--- config.mk ---
export PLATFORM = sky130hd
export DESIGN_NAME = serial_accum_bank
export DESIGN_NICKNAME = d
export VERILOG_FILES = /design/src/rtl/serial_accum_bank.sv
export SDC_FILE = /design/constraint.sdc
export NUM_CORES = 1
export LEC_CHECK = 0
export CAP_MARGIN = 0
export CELL_PAD_IN_SITES_DETAIL_PLACEMENT = 0
export CELL_PAD_IN_SITES_GLOBAL_PLACEMENT = 1
export CORE_MARGIN = 1.5
export CORE_UTILIZATION = 46
export CTS_BUF_LIST = sky130_fd_sc_hd__clkbuf_8
export CTS_CLUSTER_SIZE = 12
export DETAILED_ROUTE_END_ITERATION = 12
export PLACE_DENSITY = 0.85
export SLEW_MARGIN = 40
export SYNTH_ARGS = -nofsm -noshare
export SYNTH_HDL_FRONTEND = slang
export SYNTH_SLANG_ARGS = --single-unit
--- constraint.sdc ---
create_clock -name clk -period 9.1 [get_ports clk]
set_input_delay 1.82 -clock clk [delete_from_list [all_inputs] [get_ports clk]]
set_output_delay 1.82 -clock clk [all_outputs]
set_load 0.01 [all_outputs]
--- src/rtl/serial_accum_bank.sv ---
// serial_accum_bank
// A bank of NUM_CH signed accumulators that run side by side. start opens a
// frame. Each accepted beat adds every lane whose mask bit is set. The frame
// closes after LEN accepted beats; the final sums are then captured into
// out_data and offered through a valid/ready handshake.
//
// Ports
//   clk        clock; all state changes on its rising edge
//   rst        asynchronous, active-high reset
//   start      clears the sums, the beat count and ovf, then begins a frame
//   in_valid   in_data/in_mask carry a beat
//   in_ready   a beat can be accepted (high only in ACCUM)
//   in_mask    per-lane add enable for the current beat
//   in_data    signed lane samples; lane k is bits [k*DATA_W +: DATA_W]
//   out_valid  out_data holds a completed frame result
//   out_ready  the consumer takes the result
//   out_data   captured lane sums, packed like in_data
//   ovf        sticky per-lane overflow flag for the current or last frame
//   busy       high whenever the block is not IDLE
module serial_accum_bank #(
    parameter int DATA_W = 16,
    parameter int NUM_CH = 4,
    parameter int LEN    = 420,
    parameter int SAT    = 1
) (
    input  logic                     clk,
    input  logic                     rst,
    input  logic                     start,
    input  logic                     in_valid,
    output logic                     in_ready,
    input  logic [NUM_CH-1:0]        in_mask,
    input  logic [NUM_CH*DATA_W-1:0] in_data,
    output logic                     out_valid,
    input  logic                     out_ready,
    output logic [NUM_CH*DATA_W-1:0] out_data,
    output logic [NUM_CH-1:0]        ovf,
    output logic                     busy
);

    // The count only has to reach LEN, so this width can never wrap within a frame.
    localparam int CNT_W = $clog2(LEN + 1);
    localparam logic [CNT_W-1:0] LAST = CNT_W'(LEN - 1);

    typedef enum logic [1:0] {IDLE, ACCUM, DONE} state_t;

    state_t                    state, state_nxt;
    logic [NUM_CH*DATA_W-1:0]  sum_q, sum_add;
    logic [NUM_CH-1:0]         lane_ovf;
    logic [CNT_W-1:0]          cnt_q;
    logic                      clr, acc_en, cap;

    // Each lane adds in DATA_W+1 bits. A result is out of range when its top
    // two bits differ.
    for (genvar k = 0; k < NUM_CH; k++) begin : g_lane
        logic [DATA_W-1:0] cur, smp, res;
        logic [DATA_W:0]   wide;

        assign cur  = sum_q[k*DATA_W +: DATA_W];
        assign smp  = in_data[k*DATA_W +: DATA_W];
        assign wide = {cur[DATA_W-1], cur} + {smp[DATA_W-1], smp};
        assign lane_ovf[k] = wide[DATA_W] ^ wide[DATA_W-1];

        always_comb begin
            res = wide[DATA_W-1:0];
            if (SAT != 0 && lane_ovf[k]) begin
                res = wide[DATA_W] ? {1'b1, {(DATA_W-1){1'b0}}}
                                   : {1'b0, {(DATA_W-1){1'b1}}};
            end
        end

        assign sum_add[k*DATA_W +: DATA_W] = in_mask[k] ? res : cur;
    end

    always_ff @(posedge clk or posedge rst) begin
        if (rst) state <= IDLE;
        else     state <= state_nxt;
    end

    always_comb begin
        state_nxt = state;
        clr       = 1'b0;
        acc_en    = 1'b0;
        cap       = 1'b0;
        case (state)
            IDLE: begin
                if (start) begin
                    clr       = 1'b1;
                    state_nxt = ACCUM;
                end
            end
            ACCUM: begin
                // A restart takes priority and drops any beat offered in the same cycle.
                if (start) begin
                    clr = 1'b1;
                end else if (in_valid) begin
                    acc_en = 1'b1;
                    if (cnt_q == LAST) begin
                        cap       = 1'b1;
                        state_nxt = DONE;
                    end
                end
            end
            DONE: begin
                if (out_ready) begin
                    if (start) begin
                        clr       = 1'b1;
                        state_nxt = ACCUM;
                    end else begin
                        state_nxt = IDLE;
                    end
                end
            end
            default: state_nxt = IDLE;
        endcase
    end

    always_ff @(posedge clk or posedge rst) begin
        if (rst) begin
            sum_q    <= '0;
            cnt_q    <= '0;
            ovf      <= '0;
            out_data <= '0;
        end else if (clr) begin
            sum_q <= '0;
            cnt_q <= '0;
            ovf   <= '0;
        end else if (acc_en) begin
            sum_q <= sum_add;
            cnt_q <= cnt_q + CNT_W'(1);
            ovf   <= ovf | (lane_ovf & in_mask);
            // Capture the sums including the last beat, so the result is ready one cycle later.
            if (cap) out_data <= sum_add;
        end
    end

    assign in_ready  = (state == ACCUM);
    assign out_valid = (state == DONE);
    assign busy      = (state != IDLE);

endmodule

### Word level (Yosys, flattened, before mapping)

Cells that the tools add are included.

* bits in registers: 143
* bits in latches: 0
* memory bits (writable): 0
* bits in read-only memories: 0
* output and inout bits: 71
* logic and storage cells: 66
* memories kept: 0

* $add $sub $neg: 5
* multiply operators: 0
* div/mod/pow operators: 0
* order comparisons: 0
* equal/unequal tests: 8
* shift operators: 0
* muxes and demuxes: 35
* bitwise operators: 7
* reductions and logical operators: 6

Operators by type and width (count)
* 16-bit two-way mux: 12
* 64-bit two-way mux: 2
* 16-bit by 16-bit adder with 17-bit output: 4
* 9-bit two-way mux: 2
* 1-bit two-way mux: 10
* 2-bit two-way mux: 5
* 9-bit by 1-bit adder with 9-bit output, second input constant: 1
* 9-bit == test, second input constant: 1
* 4-bit two-way mux: 2
* 2-bit != test, second input constant: 3
* 2-bit case mux with 3 select lines: 1
* 5-bit AND reduction: 1
* 4-bit AND: 1
* 2-bit by 1-bit != test with 1-bit output, second input constant: 2
* 4-bit bitwise OR: 1
* 2-bit nonzero test: 2
* 1-bit XOR: 4
* 3-bit AND reduction: 1
* 2-bit by 1-bit == test with 1-bit output, second input constant: 1
* 2-bit == test, second input constant: 1
* 2-bit logical NOT: 1
* 1-bit case mux with 2 select lines: 1
* 2-bit OR reduction: 1
* 1-bit NOT: 1

### Depth between registers and ports, before layout

* word-level depth: 6
* gate-level depth with buffers: 18
* depth with buffers taken out: 17

### Worst setup path after synthesis

OpenSTA, ideal clock, no wires.

* path kind: input to register
* from: input port in_data[0]
* to: register out_data[0]
* arrival time: 4.761 ns
* required time: 8.966 ns
* path slack: 4.205 ns
* stages on the path: 18
* cell sequence: ha_1 inv_1 fa_1 nor2b_1 o31ai_1 a21oi_1 a41oi_1 o2111ai_1 o21ai_0 ha_1 nand2b_1 a21oi_1 a31oi_1 o31a_1 buf_2 o21ai_0 mux2i_1 o21ai_0

* cells in the longest elaborated chain, start to end: 4

RTL lines
* start: declaration: line 32 `input logic [NUM_CH*DATA_W-1:0] in_data,`
* 16-bit by 16-bit adder with 17-bit output *: line 60 `assign wide = {cur[DATA_W-1], cur} + {smp[DATA_W-1], smp};`
* 16-bit two-way mux or 1-bit XOR (tied branches): line 66, 61
* 16-bit two-way mux *: line 65 `if (SAT != 0 && lane_ovf[k]) begin`
* 16-bit two-way mux *: line 71 `assign sum_add[k*DATA_W +: DATA_W] = in_mask[k] ? res : cur;`
* end signal: assignment: line 132 `if (cap) out_data <= sum_add;`
* end: declaration: line 35 `output logic [NUM_CH*DATA_W-1:0] out_data,`

Mark *: on every way between the ends. The rest lies on a longest branch, timed or not.
A chain may end at the register's enable or synchronous reset.

### Final worst setup path

* from: input port in_data[32]
* to: register out_data[36]

Same word-level chain as after synthesis.

==> impl_metrics.ini <==
[outcome]
outcome = finished clean

[timing]
fmax_mhz = 166.1
maxSlewHeadroom = 0.4608
clock_skew_ns = 0.01684
setup_tns_ns = 0
whs_ns = 0.4768
drv_slew = 0
hold_viol = 0
finalSetupViolations = 0
fin_crit_ns = 6.020
rsz0062_at_grt = no
worst_slew_pin_slew_ns = 0.8089
period_share = 0.6615

[clock_tree]
root_buffer = clkbuf_8
cts_max_path_buffers = 2
htreeDepth = 4
tritoncts = yes
clkTransAtPathRegs_ns = 0.09
post_cts_buffers = 0
cts.sinks = 143
clk_latency_ns = 0.45
cts_made_buffers = 17
cts_hold_buffers = 0
cts_resized = 0

[floorplan]
die_area_um2 = 20930
chipHeight_um = 144.7
die_x_um = 144.7
core_area_um2 = 19590
ioPinCount = 144
start_util = 0.4713
num_rows = 51

[placement]
place.gp.congestion = 0.8497
dp_hpwl_um = 16670
portBuffers = 143

[setup_path]
cp-startpoint = in_data[32]
rr_startpoint = sum_q[32]
critPathMaxFanout = 18
cp_data_arrival_time_ns = 6.32
end_kind = register
r2r-end = out_data[36]
startpoint_type = primary input
r2r_slack_ns = 4.52
path_class = in2reg
critical_path_required_ns = 9.40
worstSetupEndpoint = out_data[36]
ff2ff_path_depth = 17

[synth]
netlist_area_um2 = 9233
synthCells = 1025
synth_cell_types = 57
synth_largest_area_cell = dfrtp_1
yosysWarnings = 0
synth.net_count = 1173
synth-edff-count = 0
async_reset_ff_frac = 1.000
seq_area_frac_synth = 0.3876
synth_area_per_cell_um2 = 9.007
synth_common_cells = dfrtp_1 (143), o21ai_0 (133), nand2_1 (103)
synth_top_area_frac = 0.3876
synth_area_leaders = dfrtp_1 (39%), ha_1 (9.6%), o21ai_0 (7.2%)
yosysMostFrequentCell = dfrtp_1
ys_seq_elements = 143
synth_ff_type = dfrtp_1

[finish]
num_antenna_cells = 0
nNetsFinal = 1298
drive_gt1_frac = 0.05164
final-seq-area_um2 = 3578
fillers = 1860
area_delta_synth_final_pct = 22.67
multi_input_area_um2 = 5363

[detailed_routing]
ant_nets = 0
drc_errors = 0
drt-vias-per-instance = 5.620
vias = 8020
drtPass1Iterations = 5
drtIter0Drc = 330
wl_um = 24200
routedWlPerCell_um = 16.96

[grt]
overflow = 0
antenna_found_initial = 0
grt_pass1_wl_um = 39320
grt_max_degree = 78
grt_pass1_vias = 7846
grt_use_total = 0.2394

[power_and_ir_drop]
p_total_mw = 2.005
power.leakage_nw = 5.115
p_per_area_nw_per_um2 = 177.0
irDropWorstVdd_uv = 99.46

[run]
maxCapViolations = 0

[worst_hold_path]
hold_path.class = reg2reg
## critical path: stages
cell and delay (ns):
clkdlybuf4s50_1 0.46, ha_1 0.16, inv_1 0.06, fa_1 0.42, nor2b_1 0.16, o31ai_1 0.10
a21oi_1 0.28, a41oi_1 0.29, o2111ai_1 0.27, o21ai_0 0.16, ha_1 0.54, nand2b_1 0.19
a21oi_1 0.06, a31oi_1 0.14, o31a_1 0.59, o21ai_0 0.30, mux2i_1 0.20, o21ai_0 0.11
## worst min-delay path by stage
stage | from | endpoint | slack (ns) | cells past startpoint
5_1_grt | ovf[3] | ovf[3] | 0.50 | 2
3_3_place_gp | out_data[2] | out_data[2] | 0.46 | 2
3_5_place_dp | out_data[53] | out_data[53] | 0.47 | 2
4_1_cts | out_data[53] | out_data[53] | 0.49 | 2
6_report | out_data[53] | out_data[53] | 0.48 | 2
2_1_floorplan | sum_q[15] | sum_q[15] | 0.47 | 2
## sequential cells by signal, indices dropped and copies added, names as in the netlist
signal	cells
ovf	4
cnt_q	9
state	2
out_data	64
sum_q	64
## power breakdown
group	switching [mW]	total, mW	internal (mW)	leakage (nW)
clock network	0.255	0.553	0.298	0.214
logic	0.429	0.732	0.303	2.94
registers	0.0403	0.721	0.680	1.96
## cells by family after synthesis
group | after synthesis | share of synthesized area
compound gates | 373 | 0.2565
simple gates | 274 | 0.1401
flops | 143 | 0.3876
buf+inv | 83 | 0.03429
fa+ha+maj | 77 | 0.1071
xor+xnor | 52 | 0.04933
mux | 23 | 0.02507
## layer usage
metal | track usage | routed length [µm] | vias to the layer above
met3 | 0.04837 | 1010 | 17
met5 | 0 | 0 | -
met1 | 0.3168 | 11200 | 3888
met4 | 0.04891 | 161 | 0
li1 | - | - | 3968
met2 | 0.4070 | 11820 | 147
## area by class of cell
class,instances,area share
tap,265,0.02928
sequential,143,0.3160
multi-input combinational,799,0.4735
inverter,40,0.01370
clock buffer,21,0.02552
clock inverter,10,0.01182
timing repair buffer,149,0.1302
## through the flow
| step | cells | utilization | area, µm² | worst slack (ns) |
|---|---|---|---|---|
| 2_1_floorplan | 1025 | - | 9233 | 3.442 |
| 3_3_place_gp | 1396 | 0.5560 | 10890 | 2.785 |
| 3_5_place_dp | 1396 | 0.5567 | 10910 | 2.737 |
| 4_1_cts | 1427 | 0.5783 | 11330 | 3.128 |
| 5_1_grt | 1427 | 0.5781 | 11330 | 2.637 |
| 6_report | 1427 | 0.5781 | 11330 | 3.080 |
## placed cells by master (no fill, tap or decap), drive strengths merged, types with 3 or more instances in the layout
master,netlist,routed
dfrtp,143,143
clkdlybuf4s50,0,142
o21ai,139,139
nand2,104,104
a21oi,79,79
ha,71,71
nor2,60,60
inv,40,41
xor2,30,30
a22o,29,29
xnor2,22,22
mux2i,22,22
clkbuf,37,21
nand3,21,21
o21a,16,16
nand2b,14,14
a21o,13,13
a21boi,13,13
or3,12,12
a31oi,12,12
nor3,12,12
and2,12,12
o31a,10,10
o31ai,10,10
nor2b,9,9
nor3b,9,9
o22ai,8,8
o21bai,7,7
o211a,7,7
buf,6,7
and3,6,6
o211ai,6,6
a211oi,6,6
nand4,6,6
a41oi,6,6
o2111ai,5,5
or2,4,4
fa,4,4
clkinv,0,4
bufinv,0,3
Note: power is estimated with default switching activity, not from simulation.
